### src/rtl/ac97_framer.sv
// ac97_framer: serializes one 256-bit AC'97 SDATA_OUT frame (tag, cmd addr/data, PCM L/R) per period
module ac97_framer (
  input  logic        sys_clk,
  input  logic        sys_rst_n,
  output logic        down_stb,
  input  logic        down_ready,
  output logic        down_sync,
  output logic        down_data,
  input  logic        en,
  output logic        next_frame,
  input  logic        frame_valid,
  input  logic        addr_valid,
  input  logic [19:0] addr,
  input  logic        data_valid,
  input  logic [19:0] data,
  input  logic        pcmleft_valid,
  input  logic [19:0] pcmleft,
  input  logic        pcmright_valid,
  input  logic [19:0] pcmright
);
  logic [7:0]  cnt, cnt_n;
  logic [4:0]  tag_q, tag_s;
  logic [7:0]  tag8;
  logic [19:0] a_q, d_q, l_q, r_q, a_s, d_s, l_s, r_s;
  logic        xfer, load, bit_n;
  assign down_stb = en;
  assign xfer     = en & down_ready;
  assign load     = &cnt;
  // The bit offered next is derived from the post-transfer counter and shadow,
  // so the shadow load on bit 255 feeds bit 0 of the new frame directly.
  always_comb begin
    cnt_n = cnt + 8'd1;
    tag_s = load ? {pcmright_valid, pcmleft_valid, data_valid, addr_valid, frame_valid} : tag_q;
    a_s   = load ? addr : a_q;
    d_s   = load ? data : d_q;
    l_s   = load ? pcmleft : l_q;
    r_s   = load ? pcmright : r_q;
    tag8  = {3'b000, tag_s};
    bit_n = cnt_n < 8'd5  ? tag8[cnt_n[2:0]] :
            cnt_n < 8'd16 ? 1'b0 :
            cnt_n < 8'd36 ? tag_s[1] & a_s[5'(8'd35 - cnt_n)] :
            cnt_n < 8'd56 ? tag_s[2] & d_s[5'(8'd55 - cnt_n)] :
            cnt_n < 8'd76 ? tag_s[3] & l_s[5'(8'd75 - cnt_n)] :
            cnt_n < 8'd96 ? tag_s[4] & r_s[5'(8'd95 - cnt_n)] : 1'b0;
  end
  always_ff @(posedge sys_clk or negedge sys_rst_n) begin
    if (!sys_rst_n) begin
      cnt        <= '0;
      tag_q      <= '0;
      a_q        <= '0;
      d_q        <= '0;
      l_q        <= '0;
      r_q        <= '0;
      down_sync  <= 1'b1;
      down_data  <= 1'b0;
      next_frame <= 1'b0;
    end else begin
      next_frame <= xfer & (cnt == 8'd0);
      if (xfer) begin
        cnt       <= cnt_n;
        tag_q     <= tag_s;
        a_q       <= a_s;
        d_q       <= d_s;
        l_q       <= l_s;
        r_q       <= r_s;
        down_sync <= cnt_n < 8'd16;
        down_data <= bit_n;
      end
    end
  end
endmodule

### config.mk
export PLATFORM = sky130hd
export DESIGN_NAME = ac97_framer
export DESIGN_NICKNAME = d
export VERILOG_FILES = /design/src/rtl/ac97_framer.sv
export SDC_FILE = /design/constraint.sdc
export NUM_CORES = 1
export LEC_CHECK = 0
export CORE_MARGIN = 5
export CORE_UTILIZATION = 48
export DETAILED_ROUTE_END_ITERATION = 10
export GPL_TIMING_DRIVEN = 1
export PLACE_DENSITY = 0.73
export SLEW_MARGIN = 10
export SYNTH_ARGS = -nofsm -noshare
export SYNTH_HDL_FRONTEND = slang
export SYNTH_SLANG_ARGS = --single-unit
### constraint.sdc
create_clock -name sys_clk -period 8.6 [get_ports sys_clk]
set_input_delay 0.86 -clock sys_clk [delete_from_list [all_inputs] [get_ports sys_clk]]
set_output_delay 0.86 -clock sys_clk [all_outputs]
set_load 0.02 [all_outputs]
==> results of run 1 <==
## worst min-delay path by stage
| stage | start | to | cells after the start |
|---|---|---|---|
| after floorplan | a_q[0] | a_q[0] | 1 |
| after global placement | a_q[0] | a_q[0] | 1 |
| after detailed placement | down_sync | down_sync | 2 |
| after CTS | sys_rst_n | a_q[17] | 1 |
| after global routing | sys_rst_n | l_q[13] | 1 |
| final | sys_rst_n | l_q[14] | 1 |
## state kept, by name (all words and copies together), names as in the netlist
name,cells
l_q,20
a_q,20
down_sync,1
d_q,20
cnt,8
r_q,20
next_frame,1
tag_q,5
down_data,1
## cell usage after synthesis (3+ instances only)
| library cell | number |
|---|---|
| nand3_1 | 32 |
| mux4_2 | 9 |
| o21ai_0 | 9 |
| a32oi_1 | 4 |
| nor3_1 | 7 |
| xor2_1 | 6 |
| dfrtp_1 | 95 |
| mux2_1 | 30 |
| o31ai_1 | 3 |
| clkbuf_1 | 17 |
| mux2_2 | 60 |
| nor2b_1 | 3 |
| nand2_1 | 81 |
| a31oi_1 | 15 |
| a311oi_1 | 3 |
| nand4_1 | 9 |
| nor2_1 | 17 |
| ha_1 | 5 |
| nor4_1 | 4 |
| buf_4 | 4 |
| xnor2_1 | 8 |
| mux2i_1 | 14 |
| a2111oi_0 | 6 |
| a211oi_1 | 3 |
| buf_6 | 3 |
| a22oi_1 | 3 |
| a21oi_1 | 9 |
| and3_1 | 10 |
| buf_2 | 15 |
| inv_1 | 3 |
| nand2b_1 | 4 |
## stage by stage
| step | utilization [%] | hold slack (ns) | cells | setup WS (ns) |
|---|---|---|---|---|
| finish | 60.33 | 0.3150 | 741 | 3.792 |
| global route | 60.33 | 0.3208 | 741 | 3.428 |
| CTS | 60.29 | 0.3124 | 741 | 3.720 |
| detailed placement | 57.21 | 0.4733 | 725 | 3.742 |
| global placement | 57.21 | 0.4610 | 725 | 3.939 |
| floorplan | - | 0.4512 | 524 | 5.648 |
## worst max-delay path: stages, from the launching register on
cell	delay, ns
dfrtp_1	0.73
ha_1	0.40
and3_1	0.59
nand2_2	0.75
nor2_4	1.12
buf_4	0.67
mux2_2	0.40
## final cells by class
type	count	area [sq um]	share of cell area [%]
Inverter	6	22.52	0.3283
Clock buffer	9	225.2	3.283
Tap cell	143	178.9	2.609
Sequential cell	96	2404	35.04
Multi-Input combinational cell	383	2944	42.92
Timing Repair Buffer	97	959.7	13.99
Clock inverter	7	125.1	1.824
## kinds of logic (layout without fill, tap and decap cells)
family / after synthesis / in the layout / share of synthesized area (%)
AND/OR/NAND/NOR: 182 / 182 / 15.67
multiplexers: 113 / 113 / 24.40
flip-flops: 96 / 96 / 43.25
AO/OA/AOI/OAI: 68 / 68 / 9.005
buffers and inverters: 45 / 119 / 4.052
XOR/XNOR: 15 / 15 / 2.499
adder cells (fa/ha/maj): 5 / 5 / 1.126
## layout by cell type (no fill, tap or decap), types with 2 or more instances in the layout
| master | synthesis | routed |
|---|---|---|
| clkdlybuf4s50_1 | 0 | 91 |
| a32oi_1 | 4 | 4 |
| a311oi_1 | 3 | 3 |
| o211ai_1 | 2 | 2 |
| bufinv_16 | 0 | 3 |
| nand3_1 | 32 | 32 |
| o31ai_1 | 3 | 3 |
| a211oi_1 | 3 | 3 |
| buf_4 | 4 | 5 |
| and2_1 | 2 | 2 |
| nor2b_1 | 3 | 3 |
| inv_2 | 2 | 2 |
| a21oi_1 | 9 | 9 |
| nor2_1 | 17 | 15 |
| nand2_1 | 81 | 81 |
| a22oi_1 | 3 | 3 |
| mux2i_1 | 14 | 14 |
| xor2_1 | 6 | 6 |
| a2111oi_0 | 6 | 6 |
| ha_1 | 5 | 5 |
| nor3_1 | 7 | 7 |
| o21ai_0 | 9 | 9 |
| inv_1 | 3 | 3 |
| xnor2_1 | 8 | 8 |
| clkbuf_16 | 0 | 9 |
| nor4_1 | 4 | 4 |
| a31oi_1 | 15 | 15 |
| and3_1 | 10 | 10 |
| nand4_1 | 9 | 9 |
| mux2_1 | 30 | 30 |
| nor3b_1 | 2 | 2 |
| mux4_2 | 9 | 9 |
| inv_6 | 0 | 4 |
| mux2_2 | 60 | 60 |
| o211ai_2 | 2 | 2 |
| nand2b_1 | 4 | 4 |
| nor2_4 | 0 | 2 |
| and4_1 | 2 | 2 |
| dfrtp_1 | 95 | 95 |
## layer usage
layer / track usage [%] / vias up / part of all wire (%) / routed length, um
met1: 28.85 / 2197 / 44 / 6394
met5: 0 / - / 0 / 0
li1: - / 2059 / - / -
met2: 33.59 / 147 / 48 / 6880
met3: 4.133 / 37 / 5.6 / 817
met4: 8.459 / 0 / 2.6 / 379
## where the power goes
group          switching [mW]  internal, mW
combinational           0.501         0.309
sequential             0.0599         0.487
clock                   0.187         0.288
total                   0.749          1.08
==> metrics.txt, run 1 <==
run status=complete, no violations; asr flop ratio synth=100.0%; GP Congestion=just over 0.9; CTS Sinks=96; number of remaining DRC errors=0; minimum clock period=4.808 ns; Ports=93; leak pwr=around 2.9 nW; R2R Setup Slk=roughly 3.8 ns; # setup viols final=0; sequential-to-total area share from yosys stat=43.25%; share of cells above drive strength 1=~18%; r2r worst-path depth=6; Max Clock Skew=between 0.007 and 0.008 ns; synthesized cell area=0.005558 sq mm; NumNets Final=687; drt first-iter violations=276; worst endpoint required time=slightly below 9 ns; Power, Total=1.833 mW; area of the core=0.01137 sq mm; CTS clk-pin slew, worst paths=0.07 ns; crit path max fanout=52; vias in the first global route=4625; Cell Rows=39; worst path arrival time=5.05 ns; vias per cell=~6; CTS resizes=0; RSZ-0062 raised after global routing=false; Worst Tran Pin Value=1.114 ns; cells after synthesis=524; port bufs=approximately 90; synth top area cells=dfrtp_1, mux2_2, mux2_1, nand2_1, mux4_2; H-tree depth=3; capturing point of the worst reg2reg path=a_q[16]; GRT Total Usage=between 20% and 30%; Post-Syn Area per Cell=10.61 sq um; # hold bufs at CTS=0; DR vias=~4400; grt ovf=0; final wirelength=14.47 mm; routed len/inst=19.53 um; Final Max Slew Viols=0; Max-Cap Viols=0; slew margin rel.=25.58%; Final Hold Fails=0; Worst setup startpoint=cnt[0]; share of the synthesized area in the top cell type=42.77%; DIE WIDTH=117.6 um; TritonCTS clock tree=built; highest clock rate=slightly above 200 MHz; EDFF count, synth=0; post-synth top area cell=dfrtp_1; setup bufs post-CTS=0; initial antenna violation count=0; Initial Util=48.88%; #FFs+latches synth=96; die area=0.01383 sq mm; final instance area=roughly 0.0069 sq mm; r2r startpoint=cnt[0]; Post-synth top flop=dfrtp_1; clk_lat worst skew=roughly 0.36 ns; Yosys warnings=0; area grow syn2layout=23.41%; end of the critical path=a_q[16]; Filler Cell Count=between 900 and 1000; ANT cells=0; clk buf depth=2; hold crit path type=in -> async; hpwl dp=10.15 mm; Antenna Nets Post-Route=0; Die Ht=117.6 um; Root Driver=clkbuf_16; post-synth cell types=58; Power Density=267.3 mW/mm^2; DR pass1 iterations=5; worst IR drop on VDD=0.1577 mV; Mapped Nets=618; Num CTS Buffers=9; final setup TNS=0 ns; Cell Area, Placed=around 0.0065 sq mm; CP Launch Type=flop; CP Class=reg -> reg; period utilization=55.91%; largest net degree at the start of global routing=89; first-pass GRT wire length=24.21 mm; critical path endpoint category=flop
Power figures use the tool's default switching activity.
==> run 2, diff against run 1 <==
- clock period: 8.6 -> 5 ns (I/O delays scaled with it)
==> run 2 against run 1 <==
Effect of this change: core utilization is 0.066 points lower; largest power group unchanged; non-clock buffer count rose by 3; sequential cell count unchanged; setup slack lost 2.8 ns; worst hold slack lost 0.22 ns; via count shrank 0.79%; power increased by 68%; design area shrank 0.11%; final cell count rose by 0.40%; die area unchanged.
==> metrics.txt, run 2 (synthesized netlist as in run 1, its figures left out) <==
run status=complete, no violations; worst path arrival time=4.25 ns; hpwl dp=10.55 mm; clk_lat worst skew=between 0.3 and 0.4 ns; power share of the sequential group=30.7%; Num CTS Buffers=9; crit path max fanout=31; Sw Pwr=1.297 mW; Antenna Nets Post-Route=0; Ports=93; GR Layer Usage met2=36.21%; Max Clock Skew=about 0.0090 ns; r2r worst-path depth=6; Clock power frac=around a quarter; DR vias=around 4400; placed insts=728; worst endpoint required time=5.25 ns; # setup viols final=0; highest clock rate=250.2 MHz; GP Congestion=between 0.8 and 0.9; initial antenna violation count=0; CTS clk-pin slew, worst paths=0.07 ns; # hold bufs at CTS=0; leak pwr=2.921 nW; slew margin rel.=28.14%; met1 usage=27.08%; final setup TNS=0 ns; Most Crowded Layer GR=met2; CP Launch Type=flop; area of the core=about 0.011 sq mm; DIE WIDTH=117.6 um; Max-Cap Viols=0; RSZ-0062 raised after global routing=false; CTS Sinks=96; setup bufs post-CTS=0; final std cells w/o fill=744; DR pass1 iterations=4; CTS resizes=0; Power Density=448.4 mW/mm^2; CP Class=reg -> reg; vias in the first global route=4654; M3 GR Usage=6.007%; largest net degree at the start of global routing=60; switching share of power=42.21%; Die Ht=117.6 um; Cell Rows=39; Final Hold Fails=0; first-pass GRT wire length=24.09 mm; Initial Util=48.88%; Root Driver=clkbuf_16; share of cells above drive strength 1=18.14%; TritonCTS clock tree=built; most frequent cells in the layout=dfrtp_1, clkdlybuf4s50_1, nand2_1, mux2_2, nand3_1; number of remaining DRC errors=0; Int Pwr=1.775 mW; Final Max Slew Viols=0; port bufs=92; drt first-iter violations=between 200 and 300; Worst Tran Pin Value=about 1.1 ns; GRT Total Usage=21.45%; minimum clock period=3.997 ns; critical path endpoint category=flop; period utilization=between 70% and 80%; die area=0.01383 sq mm; ANT cells=0; clk buf depth=2; area grow syn2layout=23.28%; grt ovf=0; routed len/inst=19.73 um; hold crit path type=in -> async; NumNets Final=690; power share of the combinational group=approximately 46%; vias per cell=5.921; H-tree depth=3; commonest non-fill, non-tap cell in the layout=dfrtp_1; final wirelength=approximately 15 mm; worst IR drop on VDD=0.2934 mV
run 2: worst paths after layout:
check / start / slack, ns / endpoint
hold reg to reg: d_q[6] / 0.48 / d_q[6]
min in group sys_clk: d_q[6] / 0.48 / d_q[6]
max in group asynchronous: sys_rst_n / 3.75 / cnt[1]
hold / removal: sys_rst_n / 0.1 / l_q[9]
setup / recovery: cnt[0] / 1.00 / r_q[0]
setup reg to reg: cnt[0] / 1.00 / r_q[0]
run 2: cell type report:
| class | instances | area, sq um |
|---|---|---|
| clock inverters | 7 | 86.33 |
| repair buffers | 100 | 991.0 |
| multi-input cells | 383 | 2944 |
| fillers | 984 | 4518 |
| well taps | 143 | 178.9 |
| inverters | 6 | 22.52 |
| clock buffers | 9 | 225.2 |
| flip-flops and latches | 96 | 2404 |
run 2: metal layers:
layer	vias up	part of all wire [%]
met5	-	0
met4	0	1.4
li1	2057	-
met3	16	6.0
met2	142	50
met1	2190	42
run 2: worst max-delay path, cell delays in order (launching register included):
cell and delay [ns]:
dfrtp_1 0.73, ha_1 0.40, and3_1 0.62, nand2_2 0.48
nor2_4 0.84, buf_4 0.41, mux2_2 0.38
run 2: through the flow:
stage               worst slack, ns  util [%]  hold slack (ns)  instance area [sq um]  power [mW]
floorplan                     2.048         -           0.2044                   5558       1.884
global placement              1.148     57.52           0.4625                   6540       2.311
detailed placement            1.029     57.52           0.4717                   6540       2.335
finish                        1.003     60.26          0.09878                   6852       3.072
CTS                          0.9994     60.26           0.1248                   6852       3.063
global route                 0.7583     60.26           0.1340                   6852       3.250
run 2: power by group through the flow:
stage / clock network [mW] / registers [mW] / logic, mW
floorplan: 0 / 0.887 / 0.996
global placement: 0 / 0.950 / 1.36
detailed placement: 0 / 0.956 / 1.38
CTS: 0.734 / 0.941 / 1.39
global route: 0.764 / 0.955 / 1.53
finish: 0.718 / 0.943 / 1.41
